**config.mk**
```make
export PLATFORM = sky130hd
export DESIGN_NAME = canny_pixel_streamer_flat
export DESIGN_NICKNAME = d
export VERILOG_FILES = /design/src/rtl/canny_pkg.sv /design/src/rtl/canny_pixel_streamer_if.sv /design/src/rtl/raster_counter.sv /design/src/rtl/canny_pixel_streamer.sv /design/src/flat_wrapper.sv
export SDC_FILE = /design/constraint.sdc
export NUM_CORES = 1
export LEC_CHECK = 0
export BUFFER_PORTS_ARGS = -buffer_cell sky130_fd_sc_hd__buf_4
export CAP_MARGIN = 20
export CORE_MARGIN = 1.5
export CORE_UTILIZATION = 49
export CTS_CLUSTER_DIAMETER = 50
export DETAILED_ROUTE_END_ITERATION = 8
export PLACE_DENSITY = 0.81
export SYNTH_ARGS = -nofsm -noshare
export SYNTH_HDL_FRONTEND = slang
export SYNTH_SLANG_ARGS = --single-unit
```
**constraint.sdc**
```tcl
create_clock -name clk -period 2.1 [get_ports clk]
set_input_delay 0.21 -clock clk [delete_from_list [all_inputs] [get_ports clk]]
set_output_delay 0.21 -clock clk [all_outputs]
set_load 0.02 [all_outputs]
```
**src/rtl/canny_pkg.sv**
```systemverilog
// Shared types and helpers for the canny pixel streamer.
//   stream_state_t : sequencer states
//   tag_t          : sideband that travels with each issued pixel request
//   PIX_W          : greyscale pixel width
//   bits_for       : counter width able to hold the values 0..n-1
//   min_addr_w     : smallest address width that covers a w x h frame
package canny_pkg;

  localparam int PIX_W = 8;

  typedef enum logic [2:0] {
    IDLE      = 3'd0,
    STREAM    = 3'd1,
    GAP       = 3'd2,
    FLUSH     = 3'd3,
    FLUSH_GAP = 3'd4,
    FINISH    = 3'd5
  } stream_state_t;

  typedef struct packed {
    logic valid;
    logic is_flush;
    logic frame_start;
    logic line_end;
  } tag_t;

  function automatic int bits_for(input longint n);
    return (n <= 2) ? 1 : $clog2(n);
  endfunction

  function automatic int min_addr_w(input longint w, input longint h);
    return bits_for(w * h);
  endfunction

endpackage

```
**src/rtl/canny_pixel_streamer_if.sv**
```systemverilog
// Bus bundle between the streamer, its frame memory and the edge pipeline.
//   mem_rd_en / mem_addr : read request to the frame memory
//   mem_rdata            : read data, one cycle after mem_rd_en
//   pixel_out / out_valid / frame_start / line_end : pixel stream to the pipeline
// master = streamer side, slave = memory/pipeline side.
interface canny_pixel_streamer_if #(
  parameter int ADDR_W = 24
) ();
  import canny_pkg::*;

  logic              mem_rd_en;
  logic [ADDR_W-1:0] mem_addr;
  logic [PIX_W-1:0]  mem_rdata;
  logic [PIX_W-1:0]  pixel_out;
  logic              out_valid;
  logic              frame_start;
  logic              line_end;

  modport master (
    output mem_rd_en, mem_addr, pixel_out, out_valid, frame_start, line_end,
    input  mem_rdata
  );

  modport slave (
    input  mem_rd_en, mem_addr, pixel_out, out_valid, frame_start, line_end,
    output mem_rdata
  );
endinterface

```
**src/rtl/raster_counter.sv**
```systemverilog
// Raster-order position counter shared by the frame and flush regions.
//   clear       : force x = y = addr = 0 (priority over advance)
//   advance     : step one pixel in raster order
//   last_y      : index of the final line of the region being walked
//   x, y, addr  : current column, line and linear address y*W+x
//   line_last   : current pixel is the last one of its line
//   region_last : current pixel is the last one of the region
// Stepping past region_last wraps everything to zero, so the counter is
// already positioned for the next region without an explicit clear.
module raster_counter
  import canny_pkg::*;
#(
  parameter int W      = 3124,
  parameter int Y_W    = 12,
  parameter int ADDR_W = 24
) (
  input  logic                          clk,
  input  logic                          rst_n,
  input  logic                          clear,
  input  logic                          advance,
  input  logic [Y_W-1:0]                last_y,
  output logic [bits_for(W)-1:0]        x,
  output logic [Y_W-1:0]                y,
  output logic [ADDR_W-1:0]             addr,
  output logic                          line_last,
  output logic                          region_last
);
  localparam int X_W = bits_for(W);
  localparam logic [X_W-1:0] X_LAST = X_W'(W - 1);

  logic [X_W-1:0]    x_reg;
  logic [Y_W-1:0]    y_reg;
  logic [ADDR_W-1:0] addr_reg;

  assign x           = x_reg;
  assign y           = y_reg;
  assign addr        = addr_reg;
  assign line_last   = (x_reg == X_LAST);
  assign region_last = line_last && (y_reg == last_y);

  always_ff @(posedge clk or negedge rst_n) begin
    if (!rst_n) begin
      x_reg    <= '0;
      y_reg    <= '0;
      addr_reg <= '0;
    end else if (clear) begin
      x_reg    <= '0;
      y_reg    <= '0;
      addr_reg <= '0;
    end else if (advance) begin
      if (region_last) begin
        x_reg    <= '0;
        y_reg    <= '0;
        addr_reg <= '0;
      end else if (line_last) begin
        x_reg    <= '0;
        y_reg    <= y_reg + Y_W'(1);
        addr_reg <= addr_reg + ADDR_W'(1);
      end else begin
        x_reg    <= x_reg + X_W'(1);
        addr_reg <= addr_reg + ADDR_W'(1);
      end
    end
  end
endmodule

```
**src/rtl/canny_pixel_streamer.sv**
```systemverilog
// Frame source for the edge-detection pipeline.
// Reads a W x H greyscale frame in raster order from a 1-cycle-latency
// memory, emits it as a pixel stream with optional inter-line blanking,
// then appends FLUSH_LINES zero lines and pulses done.
//   clk, rst_n   : clock, asynchronous active-low reset
//   start        : begin a frame (only honoured when idle)
//   abort        : drop the frame in progress (wins over start)
//   busy         : frame in progress
//   done         : one-cycle pulse after the last flush pixel
//   bus (master) : memory read port and pixel output stream
// Every request (real or flush) carries a tag through two register stages
// so that output timing is identical for memory and flush pixels.
module canny_pixel_streamer
  import canny_pkg::*;
#(
  parameter int W           = 3124,
  parameter int H           = 3030,
  parameter int ADDR_W      = 24,
  parameter int LINE_GAP    = 0,
  parameter int FLUSH_LINES = 5
) (
  input  logic clk,
  input  logic rst_n,
  input  logic start,
  input  logic abort,
  output logic busy,
  output logic done,
  canny_pixel_streamer_if.master bus
);
  localparam int X_W   = bits_for(W);
  localparam int Y_W   = bits_for((H > FLUSH_LINES) ? H : FLUSH_LINES);
  localparam int GAP_W = bits_for(LINE_GAP);

  localparam logic [Y_W-1:0]   LAST_Y_IMG   = Y_W'(H - 1);
  localparam logic [Y_W-1:0]   LAST_Y_FLUSH = Y_W'((FLUSH_LINES > 0) ? FLUSH_LINES - 1 : 0);
  localparam logic [GAP_W-1:0] GAP_INIT     = GAP_W'((LINE_GAP > 0) ? LINE_GAP - 1 : 0);

  generate
    if (ADDR_W < min_addr_w(W, H)) begin : g_addr_too_small
      $error("canny_pixel_streamer: ADDR_W cannot address a W*H frame");
    end
  endgenerate

  stream_state_t    state_reg;
  logic [GAP_W-1:0] gap_cnt_reg;
  logic             busy_reg;
  logic             done_reg;

  tag_t             tag0;
  tag_t             tag1_reg;
  logic             out_valid_reg;
  logic             frame_start_reg;
  logic             line_end_reg;
  logic [PIX_W-1:0] pixel_reg;

  logic [X_W-1:0]    x;
  logic [Y_W-1:0]    y;
  logic [ADDR_W-1:0] addr;
  logic              line_last;
  logic              region_last;
  logic              issuing;
  logic              kill;
  logic [Y_W-1:0]    last_y;

  assign issuing = (state_reg == STREAM) || (state_reg == FLUSH);
  // abort only has meaning while a frame is active
  assign kill    = abort && (state_reg != IDLE);
  assign last_y  = (state_reg == FLUSH) ? LAST_Y_FLUSH : LAST_Y_IMG;

  raster_counter #(
    .W      (W),
    .Y_W    (Y_W),
    .ADDR_W (ADDR_W)
  ) u_raster (
    .clk         (clk),
    .rst_n       (rst_n),
    .clear       ((state_reg == IDLE) || kill),
    .advance     (issuing),
    .last_y      (last_y),
    .x           (x),
    .y           (y),
    .addr        (addr),
    .line_last   (line_last),
    .region_last (region_last)
  );

  // Tag for the request issued this cycle.
  always_comb begin
    tag0             = '0;
    tag0.valid       = issuing;
    tag0.is_flush    = (state_reg == FLUSH);
    tag0.frame_start = (state_reg == STREAM) && (x == '0) && (y == '0);
    tag0.line_end    = issuing && line_last;
  end

  // Sequencer. The final image line is followed by FLUSH_GAP rather than
  // GAP so that blanking before the first flush line returns to FLUSH.
  always_ff @(posedge clk or negedge rst_n) begin
    if (!rst_n) begin
      state_reg   <= IDLE;
      gap_cnt_reg <= '0;
      busy_reg    <= 1'b0;
      done_reg    <= 1'b0;
    end else begin
      done_reg <= 1'b0;
      if (kill) begin
        state_reg <= IDLE;
        busy_reg  <= 1'b0;
      end else begin
        case (state_reg)
          IDLE: begin
            if (start) begin
              state_reg <= STREAM;
              busy_reg  <= 1'b1;
            end
          end
          STREAM: begin
            if (line_last) begin
              if (region_last) begin
                if (FLUSH_LINES == 0) begin
                  state_reg <= FINISH;
                end else if (LINE_GAP > 0) begin
                  state_reg   <= FLUSH_GAP;
                  gap_cnt_reg <= GAP_INIT;
                end else begin
                  state_reg <= FLUSH;
                end
              end else if (LINE_GAP > 0) begin
                state_reg   <= GAP;
                gap_cnt_reg <= GAP_INIT;
              end
            end
          end
          GAP: begin
            if (gap_cnt_reg == '0) state_reg <= STREAM;
            else gap_cnt_reg <= gap_cnt_reg - GAP_W'(1);
          end
          FLUSH: begin
            if (line_last) begin
              if (region_last) begin
                state_reg <= FINISH;
              end else if (LINE_GAP > 0) begin
                state_reg   <= FLUSH_GAP;
                gap_cnt_reg <= GAP_INIT;
              end
            end
          end
          FLUSH_GAP: begin
            if (gap_cnt_reg == '0) state_reg <= FLUSH;
            else gap_cnt_reg <= gap_cnt_reg - GAP_W'(1);
          end
          FINISH: begin
            // Once stage 1 is empty the last pixel is on the output this
            // cycle, so done lands exactly one cycle after it.
            if (!tag1_reg.valid) begin
              state_reg <= IDLE;
              busy_reg  <= 1'b0;
              done_reg  <= 1'b1;
            end
          end
          default: state_reg <= IDLE;
        endcase
      end
    end
  end

  // Two-stage tag pipe: stage 1 lines up with mem_rdata, stage 2 is the
  // registered output. pixel_out holds when nothing valid arrives.
  always_ff @(posedge clk or negedge rst_n) begin
    if (!rst_n) begin
      tag1_reg        <= '0;
      out_valid_reg   <= 1'b0;
      frame_start_reg <= 1'b0;
      line_end_reg    <= 1'b0;
      pixel_reg       <= '0;
    end else if (kill) begin
      tag1_reg        <= '0;
      out_valid_reg   <= 1'b0;
      frame_start_reg <= 1'b0;
      line_end_reg    <= 1'b0;
    end else begin
      tag1_reg        <= tag0;
      out_valid_reg   <= tag1_reg.valid;
      frame_start_reg <= tag1_reg.valid && tag1_reg.frame_start;
      line_end_reg    <= tag1_reg.valid && tag1_reg.line_end;
      if (tag1_reg.valid) begin
        pixel_reg <= tag1_reg.is_flush ? '0 : bus.mem_rdata;
      end
    end
  end

  assign bus.mem_rd_en   = (state_reg == STREAM);
  assign bus.mem_addr    = addr;
  assign bus.pixel_out   = pixel_reg;
  assign bus.out_valid   = out_valid_reg;
  assign bus.frame_start = frame_start_reg;
  assign bus.line_end    = line_end_reg;
  assign busy            = busy_reg;
  assign done            = done_reg;
endmodule

```
**src/flat_wrapper.sv**
```systemverilog
// flat-port wrapper written by rule: the top's interface ports become plain ports
module canny_pixel_streamer_flat import canny_pkg::*;
#(
  parameter int W           = 3124,
  parameter int H           = 3030,
  parameter int ADDR_W      = 24,
  parameter int LINE_GAP    = 0,
  parameter int FLUSH_LINES = 5
)
  (clk, rst_n, start, abort, busy, done, bus_mem_rd_en, bus_mem_addr, bus_pixel_out, bus_out_valid, bus_frame_start, bus_line_end, bus_mem_rdata);
  canny_pixel_streamer_if #(.ADDR_W(ADDR_W)) bus_i ();
  input  logic clk;
  input  logic rst_n;
  input  logic start;
  input  logic abort;
  output logic busy;
  output logic done;
  output wire logic [$bits(bus_i.mem_rd_en)-1:0] bus_mem_rd_en;
  output wire logic [$bits(bus_i.mem_addr)-1:0] bus_mem_addr;
  output wire logic [$bits(bus_i.pixel_out)-1:0] bus_pixel_out;
  output wire logic [$bits(bus_i.out_valid)-1:0] bus_out_valid;
  output wire logic [$bits(bus_i.frame_start)-1:0] bus_frame_start;
  output wire logic [$bits(bus_i.line_end)-1:0] bus_line_end;
  input wire logic [$bits(bus_i.mem_rdata)-1:0] bus_mem_rdata;
  assign bus_mem_rd_en = bus_i.mem_rd_en;
  assign bus_mem_addr = bus_i.mem_addr;
  assign bus_pixel_out = bus_i.pixel_out;
  assign bus_out_valid = bus_i.out_valid;
  assign bus_frame_start = bus_i.frame_start;
  assign bus_line_end = bus_i.line_end;
  assign bus_i.mem_rdata = bus_mem_rdata;
  canny_pixel_streamer #(.W(W), .H(H), .ADDR_W(ADDR_W), .LINE_GAP(LINE_GAP), .FLUSH_LINES(FLUSH_LINES)) u_core (.clk(clk), .rst_n(rst_n), .start(start), .abort(abort), .busy(busy), .done(done), .bus(bus_i));
endmodule
```
# Word-level counts from Yosys, hierarchy flattened
# Cells that the tools add are included.
dict set report totals {
  latchBits 0
  romBits 0
  inputBits 12
  memories 0
  out_inout_bits 38
  ff_bits 69
  wordCells 92
  ram_bits 0
}
dict set report op_classes {
  n_addsub 4
  magnitude_cmp 0
  mux 35
  shift 0
  eq_ne 15
  bitwise_logic 1
  div_mod_pow 0
  multipliers 0
  n_reduce_logical 22
}
# cell n
set op_table {}
lappend op_table {{12-bit 2-to-1 mux} 9}
lappend op_table {{24-bit 2-to-1 mux} 3}
lappend op_table {{3-bit 2-to-1 mux} 9}
lappend op_table {{12-bit by 1-bit adder with 12-bit output, second input constant} 2}
lappend op_table {{24-bit by 1-bit adder with 24-bit output, second input constant} 1}
lappend op_table {{12-bit zero test} 2}
lappend op_table {{3-bit case mux with 6 select lines} 1}
lappend op_table {{3-bit != test, second input constant} 5}
lappend op_table {{12-bit == test} 1}
lappend op_table {{12-bit == test, second input constant} 1}
lappend op_table {{1-bit 2-to-1 mux} 10}
lappend op_table {{3-bit nonzero test} 3}
lappend op_table {{8-bit 2-to-1 mux} 1}
lappend op_table {{8-bit AND reduction} 1}
lappend op_table {{1-bit logical AND} 7}
lappend op_table {{3-bit by 2-bit == test with 1-bit output, second input constant} 2}
lappend op_table {{3-bit == test, second input constant} 2}
lappend op_table {{3-bit by 1-bit != test with 1-bit output, second input constant} 2}
lappend op_table {{2-bit AND reduction} 3}
lappend op_table {{4-bit 2-to-1 mux} 1}
lappend op_table {{3-bit by 1-bit == test with 1-bit output, second input constant} 1}
lappend op_table {{3-bit zero test} 1}
lappend op_table {{3-bit by 2-bit != test with 1-bit output, second input constant} 1}
lappend op_table {{3-bit AND reduction} 1}
lappend op_table {{6 further kinds} 7}

# Longest topological paths before layout
dict set report logic_depth {
  ltp_word 8
  depth_mapped 8
  mapped_depth_nobuf 6
}

# Hierarchy
# A second synthesis with hierarchy kept.
dict set report unflattened {
  hier_cells 365
  hier_area_um2 3583.4
}
# mod seq_area_each_um2 n_inst cells_each area_per_inst_um2
set by_module_without_submodules {}
lappend by_module_without_submodules {raster_counter 1201.2 1 277 2608.8}
lappend by_module_without_submodules {canny_pixel_streamer 500.5 1 88 974.7}

# Worst setup path after synthesis
# No wires, ideal clock.
dict set report synth_path {
  path_kind {reg2reg}
  start {register u_core.u_raster.y_reg[4] (netlist: u_core.u_raster.y[4])}
  end {register u_core.u_raster.addr_reg[14] (netlist: u_core.u_raster.addr[14])}
  slack_ns 0.178
  setup_time_ns 0.119
  required_time_ns 1.981
  n_path_buf 2
  t_arrival_ns 1.803
  period_less_slack_ns 1.922
  stages_incl_launch_ff 8
  cell_sequence {dfrtp_1 > or4_4 > nor4_4 > o211ai_4 > a21oi_2 > buf_6 > buf_6 > nor2_1}
}
dict set report synth_between {
  elab_chain_len 5
}
# item line_no
set synth_rtl {}
lappend synth_rtl {{start: declaration} raster_counter.sv:32} ;# logic [Y_W-1:0] y_reg;
lappend synth_rtl {{start signal: assignment} raster_counter.sv:57} ;# y_reg <= y_reg + Y_W'(1);
lappend synth_rtl {{12-bit == test} raster_counter.sv:39} ;# assign region_last = line_last && (y_reg == last_y);
lappend synth_rtl {{1-bit logical AND} raster_counter.sv:39}
lappend synth_rtl {{24-bit 2-to-1 mux} raster_counter.sv:51} ;# if (region_last) begin
lappend synth_rtl {{24-bit 2-to-1 mux} raster_counter.sv:50} ;# end else if (advance) begin
lappend synth_rtl {{24-bit 2-to-1 mux} raster_counter.sv:46} ;# end else if (clear) begin
lappend synth_rtl {{end signal: assignment} raster_counter.sv:58} ;# addr_reg <= addr_reg + ADDR_W'(1);
lappend synth_rtl {{end signal: assignment} raster_counter.sv:61} ;# addr_reg <= addr_reg + ADDR_W'(1);
lappend synth_rtl {{end: declaration} raster_counter.sv:33} ;# logic [ADDR_W-1:0] addr_reg;
# No other way between the ends. The select of a mux whose other input is x is not followed.
# A chain may end at the register's enable or synchronous reset.

# Final worst setup path
dict set report layout_path {
  start {register u_core.u_raster.y_reg[7] (netlist: u_core.u_raster.y[7])}
  end {register u_core.u_raster.y_reg[4] (netlist: u_core.u_raster.y[4])}
}
dict set report layout_between {
  elab_chain_len 5
  word_cells_on_any_way 7
  cone_classes {eq/ne: 1; mux: 3; reduce/logical: 3}
}
# item line_no
set layout_rtl {}
lappend layout_rtl {{12-bit == test *} raster_counter.sv:39}
lappend layout_rtl {{1-bit logical AND *} raster_counter.sv:39}
lappend layout_rtl {{12-bit 2-to-1 mux} raster_counter.sv:51}
lappend layout_rtl {{12-bit 2-to-1 mux} raster_counter.sv:50}
lappend layout_rtl {{12-bit 2-to-1 mux} raster_counter.sv:46}
# Mark *: on every way between the ends. The rest lies on a longest branch, timed or not. The select of a mux whose other input is x is not followed.

==> summary.txt <==
Outcome: completed
Antenna cells: 0
Synth warn: 0
Crit path max fanout: 29
Critical path start-end classification: flip-flop to flip-flop
Cells after synthesis: 378
Highest clock rate: 502.7 MHz
Syn Std Cell Area: 3587 um^2
Max Cap Viol: 0
Vias in the first global route: 2830
HPWL Detailed: 5.633 mm
Most common cell after layout, fill and taps aside: dfrtp_1
Sequential-to-total area share from yosys stat: 0.4744
HP Class: input port to flip-flop
Sequential share of power: 0.471
Via density: 5.626
NetSw: 0.0008001 W
Residual DRC: 0
EDFF count, synth: 0
Synth Register Bits: 68
Final core occ: 0.6058
Net count, final: 451
Root buf cell: clkbuf_8
RSZ-0062 raised after global routing: no
Final WL: 8.154 mm
Synth area leaders: dfrtp_1 (47%), xnor2_1 (7.1%), nor2_1 (5.4%), nand2_1 (4.1%), nor4_1 (2.6%)
Post-CTS Setup Repair Bufs: 0
HP Start: abort
Row count: 31
GP Congestion: 0.9344
Total track usage: 0.2208
Total CTS buffers: 9
Syn Area/Cell: 9.490 um^2
Clock Pin Slew Worst Setup and Hold Paths: 80 ps
Initial DRT Pass Iterations: 4
Pwr Density: 696.0 nW/um^2
Rel. slew slack: 0.4450
CP arrival: 2220 ps
Area Overhead vs Synth: 21.17%
Top cell type by total area after synthesis: dfrtp_1
Number of setup violations in the final report: 0
Layout cells sized above 1: 0.2073
Largest net degree at the start of global routing: 69
Endpoints failing hold: 0
Initial core utilization: 0.4999
Crit start category: flip-flop
Port buffer count: 49
Synth Net Count: 395
Initial antenna violation count: 0
Clk_skew: 9.131 ps
CTS tree: done
Post-synth cell types: 46
Number of flip-flops in the largest register: 24
Main flop type after synthesis: dfrtp_1
Worst hold path endpoint: u_core.tag1_reg[0]
Initial DRC count: 221
Core area: 7176 um^2
Hold path depth: 2
Combinational power share: 0.130
Share of the synthesized area in the top cell type: 0.4744
CTS sink count: 68
R2R Path End: u_core.u_raster.y[4]
Clk_lat worst skew: 350 ps
FF-to-FF path depth: 6
Post-route ant nets: 0
Die area: 7843 um^2
Leakage: 1.833 nW
Final min period: 1989 ps
Sw frac: 0.2645
Grt ovf: 0
Tcrit/Tclk final: 0.9473
Most frequent cells in the layout: dfrtp_1 (68), buf_4 (63), nor2_1 (51)
Crit end category: flip-flop
Io pins: 50
DR vias: 3027
Die width: 88.56 um
CTS max path bufs: 2
WL/cell: 15.16 um
Die Y: 88.56 um
VDD IR max: 297.0 uV
Fraction of registers with async set/reset: 1.000
Setup TNS: 0 ps
Worst Path Required: 2330 ps
Max-slew violations: 0
Hold WS: 117.6 ps
Reg-to-Reg Start: u_core.u_raster.y[7]
Global-route wire length before repair: 13.11 mm
H-tree level count: 3
Clock share of power: 0.398
Pint: 0.002225 W
Worst reg-to-reg setup slack: 110 ps
Slew @ Worst Pin: 832.4 ps
## power by group through the flow
stage	registers (W)	logic (W)	clock network (W)
2_1_floorplan	0.00151	0.000153	0
3_3_place_gp	0.00145	0.000382	0
3_5_place_dp	0.00145	0.000392	0
4_1_cts	0.00142	0.000394	0.00123
5_1_grt	0.00143	0.000437	0.00129
6_report	0.00143	0.000394	0.00121
## cell families (layout without fill, tap and decap cells)
kind of cell,Yosys count,after routing,synth area share
mux,1,1,0.002790
flops,68,68,0.4744
fa+ha+maj,5,5,0.01744
compound gates,44,44,0.08790
simple gates,188,188,0.2801
buf+inv,33,94,0.04221
xor+xnor,39,39,0.09522
## cells in the mapped netlist, types with 2 or more instances
| cell | instances |
|---|---|
| dfrtp_1 | 68 |
| nor2_1 | 52 |
| nand2_1 | 39 |
| xnor2_1 | 29 |
| nor4_1 | 15 |
| clkbuf_1 | 13 |
| inv_1 | 13 |
| nand3_1 | 13 |
| nand4_1 | 13 |
| o21ai_0 | 13 |
| nor3_1 | 12 |
| nand2b_1 | 10 |
| xor2_1 | 10 |
| and4_1 | 7 |
| a21oi_1 | 6 |
| and3_1 | 6 |
| a2111oi_0 | 5 |
| ha_1 | 5 |
| nor4b_1 | 5 |
| o2111ai_1 | 5 |
| buf_2 | 4 |
| buf_6 | 3 |
| nor2b_1 | 3 |
| o22ai_1 | 3 |
| nor3b_1 | 2 |
| nor4_4 | 2 |
| or2_2 | 2 |
| or3_1 | 2 |
## layer usage
layer  up-vias  global-route usage  part of all wire
met2       104              0.3636              0.49
met5         -                   0                 0
met4         0              0.1335             0.027
met3        21             0.03918             0.051
met1      1453              0.2708              0.43
li1       1449                   -                 -
## worst max path at each step
stage,from,endpoint,cells after the start
floorplan,u_core.u_raster.y[4],u_core.u_raster.addr[14],7
finish,u_core.u_raster.y[7],u_core.u_raster.y[4],6
global route,u_core.u_raster.x[3],u_core.u_raster.y[8],5
detailed placement,u_core.u_raster.x[3],u_core.u_raster.y[8],5
global placement,u_core.state_reg[1],u_core.u_raster.addr[18],6
CTS,u_core.u_raster.x[3],u_core.u_raster.y[8],5
## timing repair
item / in CTS / in global routing
hold buffers: 1 / 0
resized for setup: 0 / 5
endpoints found under the hold margin: 56 / 0
endpoints found under the setup margin: 0 / 30
## per-stage QoR
step / cells / power, W / area [um^2] / setup WS (ps)
after global placement: 521 / 0.001829 / 4101 / 185.1
after global routing: 538 / 0.003158 / 4347 / 15.08
after floorplan: 378 / 0.001659 / 3587 / 178.0
after CTS: 538 / 0.003049 / 4335 / 22.30
after detailed placement: 521 / 0.001842 / 4101 / 26.54
final: 538 / 0.003025 / 4347 / 110.7
## worst max-delay path: stages, from the launching register on
cell and delay (ps):
dfrtp_1 440, or4_4 530, nor4_4 270, o211ai_4 150, a21oi_2 210, buf_12 200, nor2_1 80
## area by class of cell
| type | count | area [um^2] |
|---|---|---|
| Timing Repair Buffer | 65 | 503.0 |
| Fill cell | 598 | 2829 |
| Clock buffer | 10 | 137.6 |
| Sequential cell | 68 | 1702 |
| Clock inverter | 6 | 86.33 |
| Inverter | 13 | 48.80 |
| Tap cell | 99 | 123.9 |
| Multi-Input combinational cell | 277 | 1745 |
Note: power is estimated with default switching activity, not from simulation.
